**src/rtl/fp_mul_round_pack.sv**
```systemverilog
`default_nettype none
// ============================================================================
// Module   : fp_mul_round_pack
// Purpose  : Back end of the FP multiplier. Takes the raw significand product,
//            normalises it, rounds to nearest-even and packs an IEEE-754 half
//            or single result with exception flags {NV, OF, UF, NX, ZR}.
//            Three pipeline stages share a single enable derived from the
//            output handshake.
// Revision : 1.0 - initial release
// ============================================================================
module fp_mul_round_pack #(
    parameter int LATENCY = 3,
    parameter bit FTZ     = 1'b1
) (
    input  logic        clk,
    input  logic        rst_n,
    input  logic        IN_VALID,
    output logic        IN_READY,
    input  logic [47:0] MANT,
    input  logic [8:0]  EXP,
    input  logic        SIGN,
    input  logic [4:0]  FLAGS_IN,
    input  logic        MODE_FP,
    output logic        OUT_VALID,
    input  logic        OUT_READY,
    output logic [31:0] RESULT,
    output logic [4:0]  FLAGS_OUT
);

    // Stage valid bits: [0] normalise, [1] round, [LATENCY-1] packed output
    logic [LATENCY-1:0] vld;
    logic               adv;

    assign adv       = ~vld[LATENCY-1] | OUT_READY;
    assign IN_READY  = adv;
    assign OUT_VALID = vld[LATENCY-1];

    // Stage 1 (normalise) signals
    logic               n_h;
    logic signed [9:0]  n_exp;
    logic [22:0]        n_frac;
    logic               n_guard;
    logic               n_sticky;

    logic               s1_sign, s1_mode, s1_nan, s1_inf;
    logic signed [9:0]  s1_exp;
    logic [22:0]        s1_frac;
    logic               s1_guard, s1_sticky;

    // Stage 2 (round) signals
    logic               r_up;
    logic [23:0]        r_inc;
    logic               r_carry;
    logic [22:0]        r_frac;
    logic signed [9:0]  r_exp;

    logic               s2_sign, s2_mode, s2_nan, s2_inf, s2_nx;
    logic signed [9:0]  s2_exp;
    logic [22:0]        s2_frac;

    // Stage 3 (pack) signals
    logic signed [9:0]  p_max;
    logic [31:0]        p_inf, p_zero, p_res;
    logic [4:0]         p_flags;

    // Normalise: pick the leading one position, slice fraction/guard/sticky
    always_comb begin
        n_h   = MANT[47];
        // Codes 384..511 are negative; sign-extending to 10 bits is {EXP[8]&EXP[7], EXP}
        n_exp = $signed({EXP[8] & EXP[7], EXP}) + $signed({9'b0, n_h});
        if (MODE_FP) begin
            if (n_h) begin
                n_frac   = MANT[46:24];
                n_guard  = MANT[23];
                n_sticky = |MANT[22:0];
            end else begin
                n_frac   = MANT[45:23];
                n_guard  = MANT[22];
                n_sticky = |MANT[21:0];
            end
        end else begin
            if (n_h) begin
                n_frac   = {13'b0, MANT[46:37]};
                n_guard  = MANT[36];
                n_sticky = |MANT[35:0];
            end else begin
                n_frac   = {13'b0, MANT[45:36]};
                n_guard  = MANT[35];
                n_sticky = |MANT[34:0];
            end
        end
    end

    // Round to nearest-even; a fraction carry-out bumps the exponent
    always_comb begin
        r_up    = s1_guard & (s1_sticky | s1_frac[0]);
        r_inc   = {1'b0, s1_frac} + {23'b0, r_up};
        r_carry = s1_mode ? r_inc[23] : r_inc[10];
        r_frac  = r_carry ? 23'b0 : r_inc[22:0];
        r_exp   = s1_exp + $signed({9'b0, r_carry});
    end

    // Pack with exception priority: NaN, Inf input, overflow, underflow, normal
    always_comb begin
        p_max   = s2_mode ? 10'sd254 : 10'sd30;
        p_inf   = s2_mode ? {s2_sign, 31'h7F80_0000} : {16'h0, s2_sign, 15'h7C00};
        p_zero  = s2_mode ? {s2_sign, 31'h0} : {16'h0, s2_sign, 15'h0};
        p_res   = 32'h0;
        p_flags = 5'b0;
        if (s2_nan) begin
            p_res   = s2_mode ? 32'h7FC0_0000 : 32'h0000_7E00;
            p_flags = 5'b10000;
        end else if (s2_inf) begin
            p_res   = p_inf;
            p_flags = 5'b00000;
        end else if (s2_exp > p_max) begin
            p_res   = p_inf;
            p_flags = 5'b01010;
        end else if (FTZ && (s2_exp < 10'sd1)) begin
            p_res   = p_zero;
            p_flags = 5'b00111;
        end else begin
            p_res   = s2_mode ? {s2_sign, s2_exp[7:0], s2_frac}
                              : {16'h0, s2_sign, s2_exp[4:0], s2_frac[9:0]};
            p_flags = {3'b000, s2_nx, 1'b0};
        end
    end

    // Valid bits and output registers; reset drops every in-flight beat
    always_ff @(posedge clk) begin
        if (!rst_n) begin
            vld       <= '0;
            RESULT    <= 32'h0;
            FLAGS_OUT <= 5'h0;
        end else if (adv) begin
            vld <= {vld[LATENCY-2:0], IN_VALID};
            if (vld[1]) begin
                RESULT    <= p_res;
                FLAGS_OUT <= p_flags;
            end
        end
    end

    // Datapath stage registers; contents are qualified by the valid bits
    always_ff @(posedge clk) begin
        if (adv) begin
            s1_sign   <= SIGN;
            s1_mode   <= MODE_FP;
            s1_nan    <= (FLAGS_IN == 5'b00001);
            s1_inf    <= (FLAGS_IN == 5'b11111);
            s1_exp    <= n_exp;
            s1_frac   <= n_frac;
            s1_guard  <= n_guard;
            s1_sticky <= n_sticky;

            s2_sign   <= s1_sign;
            s2_mode   <= s1_mode;
            s2_nan    <= s1_nan;
            s2_inf    <= s1_inf;
            s2_exp    <= r_exp;
            s2_frac   <= r_frac;
            s2_nx     <= s1_guard | s1_sticky;
        end
    end

endmodule
`default_nettype wire

```
**config.mk**
```make
export PLATFORM = sky130hd
export DESIGN_NAME = fp_mul_round_pack
export DESIGN_NICKNAME = d
export VERILOG_FILES = /design/src/rtl/fp_mul_round_pack.sv
export SDC_FILE = /design/constraint.sdc
export NUM_CORES = 1
export LEC_CHECK = 0
export CAP_MARGIN = 20
export CORE_ASPECT_RATIO = 1.25
export CORE_MARGIN = 2
export CORE_UTILIZATION = 60
export CTS_CLUSTER_DIAMETER = 100
export CTS_CLUSTER_SIZE = 24
export DETAILED_ROUTE_END_ITERATION = 7
export DONT_BUFFER_PORTS = 1
export PLACE_DENSITY = 0.76
export SETUP_SLACK_MARGIN = 0.02
export SYNTH_ARGS = -nofsm -noshare
export SYNTH_HDL_FRONTEND = slang
export SYNTH_SLANG_ARGS = --single-unit
```
**constraint.sdc**
```tcl
create_clock -name clk -period 4.1 [get_ports clk]
set_input_delay 0.41 -clock clk [delete_from_list [all_inputs] [get_ports clk]]
set_output_delay 0.41 -clock clk [all_outputs]
set_load 0.005 [all_outputs]
```
==> run_results.csv, run 1 <==
group,metric,value,unit
global_route,grt_usage,0.219,
clock_network,cts-hold-fix-buffers,0,
die,dieHeight,111,um
yosys,synth_simple_gate_area_frac,0.157,
yosys,ys_seq_elements,116,
routing,routed_wl,10300,um
pwr,p_sw_frac,0.214,
yosys,synth.mux.area_fraction,0.0751,
yosys,ys_top_cells_by_count,"edfxtp_1, mux2i_1, dfxtp_1",
yosys,synth_edf_count,77,
pwr,powerDensity,505,nW/um2
setup_path,timing.rr.start,"s1_frac[0]",
routing,num_vias,3546,
yosys,synth_top_area_frac,0.422,
final_layout,synthToLayoutAreaGrowth,12.3,%
clock_network,cts_tree,"yes",
yosys,synthArstFlopShare,0,
setup_path,rrSetupSlack,0.95,ns
timing,finalCritPeriodShare,0.768,
yosys,synth_flop_cell,"edfxtp_1",
place,placed_area,5560,um2
clock_network,cts.sinks,116,
yosys,synth_top_family_by_area,"simple AND/OR/NAND/NOR gates",
pwr,p_sw,0.664,mW
timing,min_period,3.15,ns
timing,finalMaxSlewViolations,0,
routing,routedWlPerCell,17.0,um
final_layout,fin_area,6160,um2
timing,max_freq,317,MHz
clock_network,post-cts-setup-buffer-count,0,
pwr,p_int,2.45,mW
yosys,syn_area_per_cell,11.7,um2
routing,antenna_left,0,
final_layout,antenna_cells,0,
yosys,ys_warn_count,0,
yosys,synthTopCellsByArea,"edfxtp_1, dfxtp_1, mux2i_1",
yosys,synth_xor_area_frac,0.0559,
min_path,holdCritPathClass,"input port to register",
setup_path,end_kind,"register",
run,cap_violations,0,
die,die_w,89.5,um
yosys,synth.distinct_cells,52,
setup_path,cp-startpoint,"s1_frac[0]",
die,num_io_pins,107,
place,io_buffers,0,
timing,hold_violations,0,
setup_path,crit_type,"register to register",
timing,tightest_slew,0.966,ns
routing,drc,0,
clock_network,clock_tree.root_cell,"clkbuf_16",
yosys,syn_nets,547,
timing,rsz0062_at_grt,"no",
clock_network,cts_resized,0,
yosys,synth_top_cell_by_area,"edfxtp_1",
clock_network,clk_pin_slew,0.05,ns
yosys,synth.cell_area,5480,um2
place,dp_hpwl,7380,um
global_route,antenna_found_initial,0,
setup_path,reg2reg_to,"s2_exp[6]",
setup_path,reg2reg_depth,11,
routing,via_per_inst,5.86,
yosys,synth_compound_area_frac,0.0947,
place,place_ws,0.966,ns
yosys,synth_adder_area_share,0.0274,
timing,relSlewSlack,0.356,
die,die_area,9920,um2
clock_network,clk_latency,0.41,ns
pwr,sequentialPowerShare,0.455,
setup_path,crit_path_end,"s2_exp[6]",
pwr,p_clk_frac,0.475,
timing,finalSetupViolations,0,
die,coreArea,9030,um2
yosys,synthCells,467,
timing,hold_ws,0.0985,ns
setup_path,crit_arrival,3.30,ns
global_route,grt_pass1_wl,16300,um
clock_network,cts-buffers-inserted,17,
pwr,p_comb_frac,0.070,
global_route,first_global_vias,3674,
timing,finalClockSkew,0.00664,ns
pwr,ir_drop,0.000317,V
die,start_util,0.607,
final_layout,final_nets,549,
setup_path,worstPathMaxFanout,18,
place,place_congestion,0.869,
status,status,"complete, no violations",
setup_path,start_kind,"register",
timing,setup_ws,0.950,ns
yosys,synth_seq_area_share,0.564,
setup_path,crit_required,4.25,ns
global_route,grt_max_degree,82,
clock_network,htreeDepth,4,
global_route,grt_overflow_total,0,
routing,drtIter0Drc,138,
routing,dr.pass1.iters,5,
yosys,synth_most_common_cell,"edfxtp_1",
final_layout,drive_gt1_frac,0.0954,
pwr,p_leak,2.34,nW
timing,setup-tns-final,0,ns
die,num_rows,39,
clock_network,clock_path_buffers,2,
## per-stage QoR
| step | cells | util | power, mW |
|---|---|---|---|
| after floorplan | 467 | - | 1.60 |
| after global placement | 573 | 0.616 | 1.64 |
| after detailed placement | 573 | 0.616 | 1.65 |
| after CTS | 605 | 0.682 | 3.13 |
| after global routing | 605 | 0.682 | 3.22 |
| final | 605 | 0.682 | 3.11 |
## area by class of cell
| type | count | area (um2) |
|---|---|---|
| Sequential cell | 116 | 3090 |
| Fill cell | 659 | 2870 |
| Multi-Input combinational cell | 319 | 2250 |
| Clock buffer | 18 | 429 |
| Clock inverter | 14 | 166 |
| Tap cell | 123 | 154 |
| Inverter | 12 | 45.0 |
| Timing Repair Buffer | 3 | 22.5 |
## worst min path at each step
stage	startpoint	slack, ns	depth (start not counted)	to
final	SIGN	0.1	0	s1_sign
after global routing	SIGN	0.08	0	s1_sign
after CTS	SIGN	0.08	0	s1_sign
after detailed placement	s1_nan	0.41	0	s2_nan
after global placement	s1_nan	0.41	0	s2_nan
after floorplan	s1_inf	0.40	0	s2_inf
## power groups by stage
stage	logic [mW]	registers (mW)	clock network, mW
final	0.218	1.42	1.48
after CTS	0.219	1.41	1.49
after detailed placement	0.216	1.44	0
after global placement	0.210	1.43	0
after global routing	0.244	1.43	1.55
after floorplan	0.183	1.42	0
## per-layer routing
layer / part of all wire / global-route usage / wire (um) / up-vias
met5: 0 / 0 / 0 / -
met4: 0.014 / 0.0886 / 142 / 0
met3: 0.073 / 0.0856 / 747 / 12
met2: 0.52 / 0.370 / 5350 / 149
met1: 0.39 / 0.241 / 4050 / 1644
li1: - / - / - / 1741
## placed cells by master (no fill, tap or decap), types with 9 or more instances in the layout
| master | instances |
|---|---|
| nor2_1 | 32 |
| mux2i_1 | 40 |
| o21ai_0 | 10 |
| clkbuf_16 | 17 |
| and3_1 | 9 |
| nand3_1 | 22 |
| a21oi_1 | 18 |
| edfxtp_1 | 77 |
| inv_1 | 11 |
| a22o_1 | 10 |
| nor2b_1 | 16 |
| xnor2_1 | 29 |
| nor3_1 | 10 |
| nor4_1 | 11 |
| nand2_1 | 36 |
| ha_1 | 12 |
| dfxtp_1 | 39 |
## cell families (layout without fill, tap and decap cells)
| logic type | count (synthesis) | count (layout) |
|---|---|---|
| fa+ha+maj | 12 | 12 |
| flops | 116 | 116 |
| compound gates | 66 | 66 |
| buf+inv | 32 | 47 |
| xor+xnor | 35 | 35 |
| mux | 41 | 41 |
| simple gates | 165 | 165 |
## registers in the layout (all words and copies together), names as in the netlist
register	flops
FLAGS_OUT	4
RESULT	32
s1_exp	10
s1_frac	23
s1_guard	1
s1_inf	1
s1_mode	1
s1_nan	1
s1_sign	1
s1_sticky	1
s2_exp	10
s2_frac	23
s2_inf	1
s2_mode	1
s2_nan	1
s2_nx	1
s2_sign	1
vld	3
## worst max-delay path: stages (launching register included)
cell,delay (ns)
edfxtp_1,0.39
o21a_1,0.19
ha_1,0.20
ha_1,0.22
and3_1,0.20
and4_1,0.23
mux2_2,0.31
a31o_2,0.34
ha_1,0.31
ha_1,0.27
nand3_1,0.11
xnor2_1,0.14
Power figures use the tool's default switching activity.
==> inputs of run 2 (changes only) <==
--- a/config.mk
+++ b/config.mk
@@ -8,12 +8,12 @@
 export CAP_MARGIN = 20
 export CORE_ASPECT_RATIO = 1.25
 export CORE_MARGIN = 2
-export CORE_UTILIZATION = 60
+export CORE_UTILIZATION = 57
 export CTS_CLUSTER_DIAMETER = 100
 export CTS_CLUSTER_SIZE = 24
 export DETAILED_ROUTE_END_ITERATION = 7
 export DONT_BUFFER_PORTS = 1
-export PLACE_DENSITY = 0.76
+export PLACE_DENSITY = 0.75
 export SETUP_SLACK_MARGIN = 0.02
 export SYNTH_ARGS = -nofsm -noshare
 export SYNTH_HDL_FRONTEND = slang
==> constraint.sdc (replaced) <==
create_clock -name clk -period 2.6 [get_ports clk]
set_input_delay 0.26 -clock clk [delete_from_list [all_inputs] [get_ports clk]]
set_output_delay 0.26 -clock clk [all_outputs]
set_load 0.005 [all_outputs]
==> run_results.csv, run 2 (same netlist as run 1, synthesis figures left out) <==
group,metric,value,unit
global_route,first_global_vias,3541,
run,cap_violations,0,
timing,min_period,2.53,ns
clock_network,cts-buffers-inserted,17,
clock_network,clock_path_buffers,2,
pwr,p_int,3.74,mW
die,dieHeight,114,um
setup_path,crit_arrival,2.68,ns
routing,drtIter0Drc,221,
final_layout,largestRegisters,"RESULT x32, s1_frac x23, s2_frac x23",
final_layout,regMostFlops,"RESULT",
die,die_area,10400,um2
global_route,grt_pass1_wl,16800,um
routing,routedWlPerCell,16.9,um
pwr,p_sw,1.06,mW
timing,setup-tns-final,0,ns
final_layout,synthToLayoutAreaGrowth,16.5,%
pwr,p_clk_frac,0.454,
timing,relSlewSlack,0.364,
routing,via_per_inst,5.80,
routing,routed_wl,10500,um
place,io_buffers,0,
setup_path,cp_slowest_cell,"edfxtp_1",
timing,finalSetupViolations,0,
final_layout,final_cells,620,
timing,hold_violations,0,
final_layout,layout_commonest_cell,"edfxtp_1",
min_path,holdCritPathClass,"input port to register",
pwr,p_sw_frac,0.222,
clock_network,clk_latency,0.41,ns
final_layout,fin_area,6390,um2
setup_path,cpPeakStageDelay,0.37,ns
routing,antenna_left,0,
routing,num_vias,3594,
die,die_w,91.7,um
pwr,p_comb_frac,0.079,
timing,finalClockSkew,0.0104,ns
pwr,p_leak,2.41,nW
global_route,grt_usage,0.208,
timing,hold_ws,0.0525,ns
clock_network,clk_pin_slew,0.05,ns
timing,rsz0062_at_grt,"yes",
setup_path,crit_top_cell,"ha_4",
place,placed_area,5720,um2
pwr,ir_drop,0.000532,V
clock_network,cts.sinks,116,
routing,drc,0,
setup_path,start_kind,"register",
place,dp_hpwl,7600,um
setup_path,crit_required,2.75,ns
final_layout,drive_gt1_frac,0.154,
clock_network,cts_tree,"yes",
setup_path,worstPathMaxFanout,4,
global_route,grt_overflow_total,0,
pwr,powerDensity,752,nW/um2
clock_network,htreeDepth,4,
timing,finalMaxSlewViolations,0,
routing,dr.pass1.iters,4,
final_layout,n_fill_cell,700,
setup_path,rrSetupSlack,0.07,ns
timing,finalCritPeriodShare,0.973,
final_layout,largest_register_ff_count,32,
timing,tightest_slew,0.954,ns
pwr,sequentialPowerShare,0.467,
final_layout,antenna_cells,0,
setup_path,crit_type,"register to register",
place,place_congestion,0.838,
die,start_util,0.577,
setup_path,path_cells,"o21a_1 -> ha_4 -> ha_4 -> and3_4 -> and4_4 -> mux2_4 -> a31o_4 -> ha_4 -> ha_4 -> xor2_1",
setup_path,end_kind,"register",
timing,max_freq,395,MHz
final_layout,mostFrequentLayoutCells,"edfxtp_1, mux2i_1, dfxtp_1",
global_route,antenna_found_initial,0,
die,coreArea,9510,um2
clock_network,clock_tree.root_cell,"clkbuf_16",
status,status,"complete, no violations",
die,num_io_pins,107,
final_layout,final_nets,561,
die,num_rows,40,
global_route,grt_max_degree,81,
place,dp.cells,581,
[run 2: power by group through the flow]
| stage | clock network [mW] | logic (mW) | registers (mW) |
|---|---|---|---|
| 2_1_floorplan | 0 | 0.307 | 2.24 |
| 3_3_place_gp | 0 | 0.351 | 2.27 |
| 6_report | 2.18 | 0.380 | 2.24 |
| 5_1_grt | 2.28 | 0.425 | 2.25 |
| 4_1_cts | 2.22 | 0.375 | 2.24 |
| 3_5_place_dp | 0 | 0.363 | 2.27 |
[run 2: area by class of cell]
cell class | instances | area (um2) | share of cell area
tap | 126 | 158 | 0.0247
inverter | 12 | 48.8 | 0.00764
timing repair buffer | 15 | 123 | 0.0192
multi-input combinational | 319 | 2390 | 0.374
clock inverter | 8 | 41.3 | 0.00647
clock buffer | 24 | 536 | 0.0839
sequential | 116 | 3090 | 0.485
[run 2: routing by layer]
metal,global-route usage,share of wire,up-vias
met2,0.346,0.50,153
met3,0.0700,0.065,15
met4,0.0945,0.019,0
li1,-,-,1769
met1,0.246,0.41,1657
met5,0,0,-
[run 2: worst paths after layout]
path	depth (start not counted)	from	endpoint
setup / recovery	10	s1_sticky	s2_exp[2]
hold / removal	1	EXP[7]	s1_exp[7]
setup reg to reg	10	s1_sticky	s2_exp[2]
hold reg to reg	0	s1_sign	s2_sign
[run 2: through the flow]
stage	util	total power, mW	setup WS, ns
floorplan	-	2.54	-0.176
global placement	0.602	2.62	0.0592
detailed placement	0.602	2.64	-0.00134
CTS	0.668	4.83	0.0471
global route	0.672	4.96	-0.0385
finish	0.672	4.80	0.0713
[run 2: what timing repair did]
action,CTS,global route
hold buffers,4,0
resized for setup,1,4
hold endpoints to repair,7,0
pin swaps,0,4
setup endpoints to repair,4,5
setup buffers,1,2
[run 2: worst max-delay path: cells and delay by family, from the launching register on]
family                   cells  cell delay, ns
AO/OA/AOI/OAI                2            0.45
multiplexers                 1            0.30
AND/OR/NAND/NOR              2            0.33
adder cells (fa/ha/maj)      4            0.69
XOR/XNOR                     1            0.14
flip-flops                   1            0.37
